File: src/rtl/ipm2l_hsstlp_apb_bridge_nch_if.sv
// Bus bundle for the HSST cfg APB bridge.
// Carries the fabric cfg port plus the shared downstream channel/PLL cfg bus.
interface ipm2l_hsstlp_apb_bridge_nch_if #(
  parameter int NUM_CH  = 4,
  parameter int NUM_PLL = 2
);
  logic                   p_cfg_psel;
  logic                   p_cfg_enable;
  logic                   p_cfg_write;
  logic [15:0]            p_cfg_addr;
  logic [7:0]             p_cfg_wdata;
  logic                   p_cfg_ready;
  logic [7:0]             p_cfg_rdata;
  logic                   p_cfg_slverr;
  logic                   p_cfg_int;

  logic [NUM_CH-1:0]      ch_psel;
  logic [NUM_PLL-1:0]     pll_psel;
  logic                   s_enable;
  logic                   s_write;
  logic [11:0]            s_addr;
  logic [7:0]             s_wdata;
  logic [NUM_CH-1:0]      ch_ready;
  logic [8*NUM_CH-1:0]    ch_rdata;
  logic [NUM_CH-1:0]      ch_int;
  logic [NUM_PLL-1:0]     pll_ready;
  logic [8*NUM_PLL-1:0]   pll_rdata;
  logic [NUM_PLL-1:0]     pll_int;

  // Bridge view: slave on the fabric cfg port, master on the downstream bus.
  modport slave (
    input  p_cfg_psel, p_cfg_enable, p_cfg_write, p_cfg_addr, p_cfg_wdata,
    input  ch_ready, ch_rdata, ch_int, pll_ready, pll_rdata, pll_int,
    output p_cfg_ready, p_cfg_rdata, p_cfg_slverr, p_cfg_int,
    output ch_psel, pll_psel, s_enable, s_write, s_addr, s_wdata
  );

  modport master (
    output p_cfg_psel, p_cfg_enable, p_cfg_write, p_cfg_addr, p_cfg_wdata,
    output ch_ready, ch_rdata, ch_int, pll_ready, pll_rdata, pll_int,
    input  p_cfg_ready, p_cfg_rdata, p_cfg_slverr, p_cfg_int,
    input  ch_psel, pll_psel, s_enable, s_write, s_addr, s_wdata
  );
endinterface

File: src/rtl/ipm2l_hsstlp_apb_bridge_nch.sv
// Registered APB bridge from the fabric cfg port to HSST channel and PLL cfg slaves,
// with access timeout, error responses and masked interrupt aggregation.
module ipm2l_hsstlp_apb_bridge_nch #(
  parameter int         NUM_CH  = 4,
  parameter int         NUM_PLL = 2,
  parameter logic [3:0] CH_EN   = 4'b1111,
  parameter logic [1:0] PLL_EN  = 2'b11,
  parameter int         TIMEOUT = 255
) (
  input  logic                        p_cfg_clk,
  input  logic                        p_cfg_rst,
  ipm2l_hsstlp_apb_bridge_nch_if.slave bus
);

  typedef enum logic [1:0] {ST_IDLE, ST_SETUP, ST_ACCESS, ST_RESP} state_t;

  localparam logic [11:0] ADDR_INT_MASK = 12'h000;
  localparam logic [11:0] ADDR_IRQ_RAW  = 12'h001;
  localparam logic [11:0] ADDR_ERR_STAT = 12'h002;

  state_t               r_state;
  state_t               w_state_nxt;
  logic [3:0]           r_idx;
  logic                 r_write;
  logic [11:0]          r_addr;
  logic [7:0]           r_wdata;
  logic [7:0]           r_rdata;
  logic                 r_slverr;
  logic                 r_int;
  logic [7:0]           r_int_mask;
  logic [1:0]           r_err_stat;
  logic [7:0]           r_cnt;

  logic [3:0]           w_in_idx;
  logic                 w_start;
  logic                 w_local;
  logic                 w_hit;
  logic                 w_busy;
  logic                 w_sel_ready;
  logic [7:0]           w_sel_rdata;
  logic                 w_timeout;
  logic [7:0]           w_irq;
  logic [7:0]           w_local_rdata;
  logic [1:0]           w_err_set;
  logic [1:0]           w_err_clr;
  logic [NUM_CH-1:0]    w_ch_psel;
  logic [NUM_PLL-1:0]   w_pll_psel;

  assign w_in_idx = bus.p_cfg_addr[15:12];
  assign w_start  = (r_state == ST_IDLE) && bus.p_cfg_psel && bus.p_cfg_enable;
  assign w_local  = (w_in_idx == 4'hF);
  assign w_busy   = (r_state == ST_SETUP) || (r_state == ST_ACCESS);

  always_comb begin
    w_hit = 1'b0;
    for (int k = 0; k < NUM_CH; k++)
      if (w_in_idx == 4'(k) && CH_EN[k]) w_hit = 1'b1;
    for (int j = 0; j < NUM_PLL; j++)
      if (w_in_idx == 4'(4 + j) && PLL_EN[j]) w_hit = 1'b1;
  end

  always_comb begin
    w_irq = '0;
    for (int k = 0; k < NUM_CH; k++) w_irq[k] = bus.ch_int[k];
    for (int j = 0; j < NUM_PLL; j++) w_irq[4 + j] = bus.pll_int[j];
    w_irq[6] = |r_err_stat;
  end

  always_comb begin
    w_local_rdata = 8'h00;
    case (bus.p_cfg_addr[11:0])
      ADDR_INT_MASK: w_local_rdata = r_int_mask;
      ADDR_IRQ_RAW:  w_local_rdata = w_irq;
      ADDR_ERR_STAT: w_local_rdata = {6'b000000, r_err_stat};
      default:       w_local_rdata = 8'h00;
    endcase
  end

  // Ready/rdata of the slave latched at the start of the transfer.
  always_comb begin
    w_sel_ready = 1'b0;
    w_sel_rdata = 8'h00;
    for (int k = 0; k < NUM_CH; k++)
      if (r_idx == 4'(k)) begin
        w_sel_ready = bus.ch_ready[k];
        w_sel_rdata = bus.ch_rdata[8*k +: 8];
      end
    for (int j = 0; j < NUM_PLL; j++)
      if (r_idx == 4'(4 + j)) begin
        w_sel_ready = bus.pll_ready[j];
        w_sel_rdata = bus.pll_rdata[8*j +: 8];
      end
  end

  // r_cnt holds completed ACCESS cycles, so +1 counts the current one.
  assign w_timeout = (TIMEOUT != 0) && (({1'b0, r_cnt} + 9'd1) == 9'(TIMEOUT));

  assign w_err_clr = (w_start && w_local && bus.p_cfg_write &&
                      bus.p_cfg_addr[11:0] == ADDR_ERR_STAT) ? bus.p_cfg_wdata[1:0] : 2'b00;

  always_ff @(posedge p_cfg_clk or posedge p_cfg_rst) begin
    if (p_cfg_rst) r_state <= ST_IDLE;
    else           r_state <= w_state_nxt;
  end

  always_comb begin
    w_state_nxt = r_state;
    w_err_set   = 2'b00;
    case (r_state)
      ST_IDLE: begin
        if (w_start) begin
          if (w_local) begin
            w_state_nxt = ST_RESP;
          end else if (w_hit) begin
            w_state_nxt = ST_SETUP;
          end else begin
            w_state_nxt  = ST_RESP;
            w_err_set[1] = 1'b1;
          end
        end
      end
      ST_SETUP:  w_state_nxt = ST_ACCESS;
      ST_ACCESS: begin
        if (w_sel_ready) begin
          w_state_nxt = ST_RESP;
        end else if (w_timeout) begin
          w_state_nxt  = ST_RESP;
          w_err_set[0] = 1'b1;
        end
      end
      ST_RESP:   w_state_nxt = ST_IDLE;
      default:   w_state_nxt = ST_IDLE;
    endcase
  end

  always_ff @(posedge p_cfg_clk or posedge p_cfg_rst) begin
    if (p_cfg_rst) begin
      r_idx      <= 4'h0;
      r_write    <= 1'b0;
      r_addr     <= 12'h000;
      r_wdata    <= 8'h00;
      r_rdata    <= 8'h00;
      r_slverr   <= 1'b0;
      r_int      <= 1'b0;
      r_int_mask <= 8'h00;
      r_err_stat <= 2'b00;
      r_cnt      <= 8'h00;
    end else begin
      if (w_start) begin
        r_idx   <= w_in_idx;
        r_write <= bus.p_cfg_write;
        r_addr  <= bus.p_cfg_addr[11:0];
        r_wdata <= bus.p_cfg_wdata;
        if (w_local) begin
          r_slverr <= 1'b0;
          r_rdata  <= bus.p_cfg_write ? 8'h00 : w_local_rdata;
          if (bus.p_cfg_write && bus.p_cfg_addr[11:0] == ADDR_INT_MASK)
            r_int_mask <= bus.p_cfg_wdata;
        end else if (!w_hit) begin
          r_slverr <= 1'b1;
          r_rdata  <= 8'h00;
        end
      end
      if (r_state == ST_SETUP) r_cnt <= 8'h00;
      if (r_state == ST_ACCESS) begin
        r_cnt <= r_cnt + 8'd1;
        if (w_sel_ready) begin
          r_rdata  <= w_sel_rdata;
          r_slverr <= 1'b0;
        end else if (w_timeout) begin
          r_rdata  <= 8'h00;
          r_slverr <= 1'b1;
        end
      end
      r_err_stat <= (r_err_stat & ~w_err_clr) | w_err_set;
      r_int      <= |(w_irq & r_int_mask);
    end
  end

  always_comb begin
    w_ch_psel  = '0;
    w_pll_psel = '0;
    for (int k = 0; k < NUM_CH; k++)  w_ch_psel[k]  = w_busy && (r_idx == 4'(k));
    for (int j = 0; j < NUM_PLL; j++) w_pll_psel[j] = w_busy && (r_idx == 4'(4 + j));
  end

  assign bus.ch_psel      = w_ch_psel;
  assign bus.pll_psel     = w_pll_psel;
  assign bus.s_enable     = (r_state == ST_ACCESS);
  assign bus.s_write      = r_write;
  assign bus.s_addr       = r_addr;
  assign bus.s_wdata      = r_wdata;
  assign bus.p_cfg_ready  = (r_state == ST_RESP);
  assign bus.p_cfg_rdata  = r_rdata;
  assign bus.p_cfg_slverr = r_slverr;
  assign bus.p_cfg_int    = r_int;

endmodule

File: src/flat_wrapper.sv
// flat-port wrapper written by rule: the top's interface ports become plain ports
module ipm2l_hsstlp_apb_bridge_nch_flat 
#(
  parameter int         NUM_CH  = 4,
  parameter int         NUM_PLL = 2,
  parameter logic [3:0] CH_EN   = 4'b1111,
  parameter logic [1:0] PLL_EN  = 2'b11,
  parameter int         TIMEOUT = 255
)
  (p_cfg_clk, p_cfg_rst, bus_p_cfg_psel, bus_p_cfg_enable, bus_p_cfg_write, bus_p_cfg_addr, bus_p_cfg_wdata, bus_ch_ready, bus_ch_rdata, bus_ch_int, bus_pll_ready, bus_pll_rdata, bus_pll_int, bus_p_cfg_ready, bus_p_cfg_rdata, bus_p_cfg_slverr, bus_p_cfg_int, bus_ch_psel, bus_pll_psel, bus_s_enable, bus_s_write, bus_s_addr, bus_s_wdata);
  ipm2l_hsstlp_apb_bridge_nch_if #(.NUM_CH(NUM_CH), .NUM_PLL(NUM_PLL)) bus_i ();
  input  logic p_cfg_clk;
  input  logic p_cfg_rst;
  input wire logic [$bits(bus_i.p_cfg_psel)-1:0] bus_p_cfg_psel;
  input wire logic [$bits(bus_i.p_cfg_enable)-1:0] bus_p_cfg_enable;
  input wire logic [$bits(bus_i.p_cfg_write)-1:0] bus_p_cfg_write;
  input wire logic [$bits(bus_i.p_cfg_addr)-1:0] bus_p_cfg_addr;
  input wire logic [$bits(bus_i.p_cfg_wdata)-1:0] bus_p_cfg_wdata;
  input wire logic [$bits(bus_i.ch_ready)-1:0] bus_ch_ready;
  input wire logic [$bits(bus_i.ch_rdata)-1:0] bus_ch_rdata;
  input wire logic [$bits(bus_i.ch_int)-1:0] bus_ch_int;
  input wire logic [$bits(bus_i.pll_ready)-1:0] bus_pll_ready;
  input wire logic [$bits(bus_i.pll_rdata)-1:0] bus_pll_rdata;
  input wire logic [$bits(bus_i.pll_int)-1:0] bus_pll_int;
  output wire logic [$bits(bus_i.p_cfg_ready)-1:0] bus_p_cfg_ready;
  output wire logic [$bits(bus_i.p_cfg_rdata)-1:0] bus_p_cfg_rdata;
  output wire logic [$bits(bus_i.p_cfg_slverr)-1:0] bus_p_cfg_slverr;
  output wire logic [$bits(bus_i.p_cfg_int)-1:0] bus_p_cfg_int;
  output wire logic [$bits(bus_i.ch_psel)-1:0] bus_ch_psel;
  output wire logic [$bits(bus_i.pll_psel)-1:0] bus_pll_psel;
  output wire logic [$bits(bus_i.s_enable)-1:0] bus_s_enable;
  output wire logic [$bits(bus_i.s_write)-1:0] bus_s_write;
  output wire logic [$bits(bus_i.s_addr)-1:0] bus_s_addr;
  output wire logic [$bits(bus_i.s_wdata)-1:0] bus_s_wdata;
  assign bus_i.p_cfg_psel = bus_p_cfg_psel;
  assign bus_i.p_cfg_enable = bus_p_cfg_enable;
  assign bus_i.p_cfg_write = bus_p_cfg_write;
  assign bus_i.p_cfg_addr = bus_p_cfg_addr;
  assign bus_i.p_cfg_wdata = bus_p_cfg_wdata;
  assign bus_i.ch_ready = bus_ch_ready;
  assign bus_i.ch_rdata = bus_ch_rdata;
  assign bus_i.ch_int = bus_ch_int;
  assign bus_i.pll_ready = bus_pll_ready;
  assign bus_i.pll_rdata = bus_pll_rdata;
  assign bus_i.pll_int = bus_pll_int;
  assign bus_p_cfg_ready = bus_i.p_cfg_ready;
  assign bus_p_cfg_rdata = bus_i.p_cfg_rdata;
  assign bus_p_cfg_slverr = bus_i.p_cfg_slverr;
  assign bus_p_cfg_int = bus_i.p_cfg_int;
  assign bus_ch_psel = bus_i.ch_psel;
  assign bus_pll_psel = bus_i.pll_psel;
  assign bus_s_enable = bus_i.s_enable;
  assign bus_s_write = bus_i.s_write;
  assign bus_s_addr = bus_i.s_addr;
  assign bus_s_wdata = bus_i.s_wdata;
  ipm2l_hsstlp_apb_bridge_nch #(.NUM_CH(NUM_CH), .NUM_PLL(NUM_PLL), .CH_EN(CH_EN), .PLL_EN(PLL_EN), .TIMEOUT(TIMEOUT)) u_core (.p_cfg_clk(p_cfg_clk), .p_cfg_rst(p_cfg_rst), .bus(bus_i));
endmodule
File: config.mk
export PLATFORM = sky130hd
export DESIGN_NAME = ipm2l_hsstlp_apb_bridge_nch_flat
export DESIGN_NICKNAME = d
export VERILOG_FILES = /design/src/rtl/ipm2l_hsstlp_apb_bridge_nch_if.sv /design/src/rtl/ipm2l_hsstlp_apb_bridge_nch.sv /design/src/flat_wrapper.sv
export SDC_FILE = /design/constraint.sdc
export NUM_CORES = 1
export LEC_CHECK = 0
export ABC_AREA = 1
export BUFFER_PORTS_ARGS = -buffer_cell sky130_fd_sc_hd__buf_2
export CAP_MARGIN = 20
export CORE_ASPECT_RATIO = 0.8
export CORE_MARGIN = 2
export CORE_UTILIZATION = 35
export DETAILED_ROUTE_END_ITERATION = 8
export GPL_TIMING_DRIVEN = 0
export PLACE_DENSITY_LB_ADDON = 0.1
export SLEW_MARGIN = 20
export SYNTH_ARGS = -nofsm -noshare
export SYNTH_HDL_FRONTEND = slang
export SYNTH_SLANG_ARGS = --single-unit
File: constraint.sdc
create_clock -name p_cfg_clk -period 2.3 [get_ports p_cfg_clk]
set_clock_uncertainty 0.15 [all_clocks]
set_input_delay 0.115 -clock p_cfg_clk [delete_from_list [all_inputs] [get_ports p_cfg_clk]]
set_output_delay 0.115 -clock p_cfg_clk [all_outputs]
set_load 0.005 [all_outputs]
==> tab_implementation.tex <==
\begin{tabular}{lr}
\hline
Metric & Value \\
\hline
\multicolumn{2}{l}{\textbf{Synth}} \\
\quad Fraction of post-synthesis cell area in the top cell type by area & 39.7\% \\
\quad Fraction of the mapped netlist area in compound gates & 8.13\% \\
\quad Largest family of logic cells by synthesized area & simple AND/OR/NAND/NOR gates \\
\quad Predominant post-synthesis flop cell & dfrtp\_1 \\
\quad Biggest area contributors in the synthesized netlist & dfrtp\_1 40\%, nand2\_1 18\%, nand3\_1 8.8\%, inv\_1 5.0\%, o21ai\_0 4.2\% \\
\quad Number of enable-type register cells in the synthesized netlist & 0 \\
\quad Mean instance size in the synthesized netlist & 7.05 sq um \\
\quad Instance count of the mapped netlist & 491 \\
\quad Net count of the mapped netlist & approximately 600 \\
\quad Async SR Flop Fraction & 100\% \\
\quad Cell area after technology mapping & 0.00346 sq mm \\
\quad Adder-cell area share of the yosys netlist & approximately 2.2\% \\
\quad Register bit count reported by yosys & between 50 and 60 \\
\quad Number of warnings printed during yosys synthesis & 0 \\
\quad Fraction of the mapped netlist area in simple logic gates & 41.0\% \\
\quad Fraction of the yosys area taken by sequential cells & 39.7\% \\
\quad Synth area leader & dfrtp\_1 \\
\quad Number of unique standard cell types used by synthesis & 34 \\
\quad XOR/XNOR share of the synthesized area & 0.759\% \\
\quad Portion of netlist area occupied by mux cells & 0\% \\
\multicolumn{2}{l}{\textbf{Timing}} \\
\quad Worst slew slack as a fraction of its limit & a little over half \\
\quad Fraction of the cycle the final worst path needs & between 90 and 100\% \\
\quad Minimum clock period & 2.09 ns \\
\quad Number of failing setup endpoints in the final timing report & 0 \\
\quad Top achievable clock speed & 480 MHz \\
\quad RSZ-0062 raised after global routing & false \\
\quad Transition time of the tightest slew-check pin & 0.698 ns \\
\quad Final-report max-slew violation count & 0 \\
\quad Final hold violations & 0 \\
\multicolumn{2}{l}{\textbf{GRT}} \\
\quad Via count of the first global-routing pass & 3478 \\
\quad Wire length of the first global-routing pass & $\sim$17000 um \\
\quad Largest net degree at the start of global routing & 56 \\
\quad Total congestion overflow after global routing & 0 \\
\quad Total routing resource utilization after global routing & 19.6\% \\
\quad Antenna violations before repair & 0 \\
\multicolumn{2}{l}{\textbf{Die}} \\
\quad Standard-cell rows & 32 \\
\quad Initial Util & a little over a third \\
\quad Die height & 93.0 um \\
\quad Core outline area & 0.00965 sq mm \\
\quad Area of the die & 0.0107 sq mm \\
\quad Top-Level Pins & between 100 and 150 \\
\quad Die X-Extent & around 120 um \\
\multicolumn{2}{l}{\textbf{Clock network}} \\
\quad H-tree depth & 2 \\
\quad Post-CTS Repair Setup Buffers & 0 \\
\quad Deepest clock path buffer count & 2 \\
\quad CTS clock-pin slew for the worst setup and hold paths & 0.07 ns \\
\quad TritonCTS sink count & 55 \\
\quad Cts bufs inserted & 5 \\
\quad Root cell of the clock tree & clkbuf\_16 \\
\quad Clock insertion delay at the later pin of the skew report & 0.29 ns \\
\quad Clock tree from TritonCTS & yes \\
\multicolumn{2}{l}{\textbf{Worst setup path}} \\
\quad Critical Path Source Type & flop \\
\quad Crit path DAT & 2.12 ns \\
\quad Maximum fanout along the worst path & 10 \\
\quad Critical path class & reg -> reg \\
\quad Required time worst endpoint & approximately 2.3 ns \\
\quad Worst setup path start & u\_core.r\_state[0] \\
\quad Critical Path End Type & flop \\
\quad RR Startpoint & u\_core.r\_state[0] \\
\multicolumn{2}{l}{\textbf{Placement}} \\
\quad Routability Congestion & slightly below 0.9 \\
\quad Placed Cells & 754 \\
\quad Post-DP HPWL & 7970 um \\
\quad IO Port Bufs & 127 \\
\multicolumn{2}{l}{\textbf{Status}} \\
\quad Status & finished clean \\
\multicolumn{2}{l}{\textbf{Finish}} \\
\quad Final core area utilization & just under 50\% \\
\quad Final layout net count & 744 \\
\quad Number of cells in the finished layout apart from fillers & a little under 800 \\
\quad Fill cell count & 958 \\
\quad Most common cell after layout, fill and taps aside & nand2\_1 \\
\quad Most frequent cells in the layout & 166 x nand2\_1, 132 x buf\_2, 60 x nand3\_1 \\
\quad Area delta synth->final & 34.7\% \\
\quad Share of final-layout standard cells stronger than drive strength 1 & roughly 28\% \\
\quad Sequential Area & 0.00138 sq mm \\
\quad Multi-input combinational cell area & 0.00181 sq mm \\
\quad Inserted Diodes & 0 \\
\multicolumn{2}{l}{\textbf{Power and ir drop}} \\
\quad Leakage power & approximately 2.5 nW \\
\quad Cell-internal power & 2.59 mW \\
\quad Proportion of power drawn by flip-flops and latches & 32.9\% \\
\quad NetSw & 1.93 mW \\
\quad Power density of the placed cells & 970 mW/mm\^{}2 \\
\quad Clock network power share & between 10\% and 20\% \\
\quad Combinational cell fraction of total power & 50.4\% \\
\quad Switching share of power & 42.7\% \\
\quad Peak supply drop & $\sim$0.47 mV \\
\multicolumn{2}{l}{\textbf{Route}} \\
\quad Vias/cell & 4.74 \\
\quad \# DRC & 0 \\
\quad Sum of routed wire length over all layers & 10400 um \\
\quad Initial DRT Pass Iterations & 4 \\
\quad Total vias in the final route & 3728 \\
\quad Antenna-violating nets left & 0 \\
\quad Routed len/inst & 13.3 um \\
\quad Number of DRC violations after detailed-routing iteration 0 & approximately 300 \\
\multicolumn{2}{l}{\textbf{Hold path}} \\
\quad Hold Startpoint & bus\_p\_cfg\_write \\
\quad Path class of the lowest-slack min-delay path & in -> reg \\
\multicolumn{2}{l}{\textbf{Flow run}} \\
\quad \# Max-Cap Violations & 0 \\
\hline
\end{tabular}
==> layout make-up <==
class	instances	share of cell area [%]
repair buffers	152	19.0
plain buffers	14	1.66
multi-input cells	368	38.8
flip-flops and latches	55	29.5
well taps	136	3.65
clock inverters	2	0.268
inverters	53	4.37
clock buffers	6	2.76
==> per-layer routing <==
| metal | routed length [um] | vias up | track usage, % |
|---|---|---|---|
| li1 | - | 1901 | - |
| met1 | 5220 | 1707 | 28.3 |
| met2 | 4560 | 107 | 30.3 |
| met3 | 517 | 13 | 3.50 |
| met4 | 138 | 0 | 4.72 |
| met5 | 0 | - | 0 |
==> power by group through the flow <==
stage	sequential (mW)	combinational, mW	clock, mW
final	1.49	2.28	0.754
after global routing	1.53	2.62	0.810
after CTS	1.49	2.30	0.783
after detailed placement	1.51	2.26	0
after global placement	1.50	2.22	0
after floorplan	1.50	1.46	0
==> cells in the mapped netlist, types with 2 or more instances <==
cell      number
nand3b_1       5
nor4_1         3
nor2_2         8
inv_1         46
inv_2          5
buf_6          2
xor2_1         3
nor2_1        31
nand2_1      166
buf_2          5
o22ai_1        4
a21oi_1        7
nor3_2         2
nand3_1       61
dfrtp_1       55
ha_1           6
or2_2          8
nand3_2        3
clkbuf_1       7
o21ai_0       29
o211ai_1       2
o21ai_1        9
nor2_4         4
nand2_2        4
nand4_1        7
==> path summary, 6_finish.rpt <==
kind                       cells past startpoint  slack (ns)                    end
setup / recovery                              10        0.21   u_core.r_int_mask[1]
hold / removal                                 3       0.005     u_core.bus.s_write
setup reg to reg                              10        0.21   u_core.r_int_mask[1]
hold reg to reg                                2        0.32   u_core.bus.s_addr[6]
max in group asynchronous                      3        1.19        u_core.r_idx[2]
min in group asynchronous                      3        0.34  u_core.bus.s_wdata[5]
==> through the flow <==
| stage | setup TNS, ns | setup slack, ns | cell area [sq um] | total power [mW] | hold slack [ns] |
|---|---|---|---|---|---|
| final | 0 | 0.215 | 4660 | 4.52 | 0.00459 |
| after global routing | 0 | 0.0626 | 4660 | 4.96 | 0.0303 |
| after CTS | 0 | 0.00772 | 4660 | 4.58 | 0.00279 |
| after detailed placement | 0 | 0.133 | 4270 | 3.77 | 0.138 |
| after global placement | -7.40 | -0.139 | 4270 | 3.72 | 0.180 |
| after floorplan | 0 | 0.527 | 3460 | 2.97 | 0.0746 |
==> timing repair <==
action | 4_1_cts | 5_1_grt
hold buffers | 25 | 0
gates resized for setup | 0 | 2
setup endpoints to repair | 0 | 13
endpoints found under the hold margin | 86 | 0
==> state kept, by name, indices dropped and copies added (netlist names), 2 cells and up <==
signal / cells
u_core.r_cnt: 8
u_core.bus.s_addr: 12
u_core.bus.p_cfg_rdata: 8
u_core.r_state: 2
u_core.r_int_mask: 8
u_core.r_err_stat: 2
u_core.r_idx: 4
u_core.bus.s_wdata: 8
==> critical path, stage by stage (launching register included) <==
cell	delay (ns)
dfrtp_1	0.40
inv_1	0.11
ha_1	0.20
nand3_2	0.16
inv_2	0.13
nand2_1	0.10
nor2_1	0.14
nand2_1	0.20
buf_2	0.25
nand2_1	0.07
o21ai_1	0.06
==> logic make-up after synthesis <==
kind of cell / count (synthesis)
AND/OR/NAND/NOR: 306
buffers and inverters: 68
flip-flops: 55
AO/OA/AOI/OAI: 53
adder cells (fa/ha/maj): 6
XOR/XNOR: 3
Power figures use the tool's default switching activity.
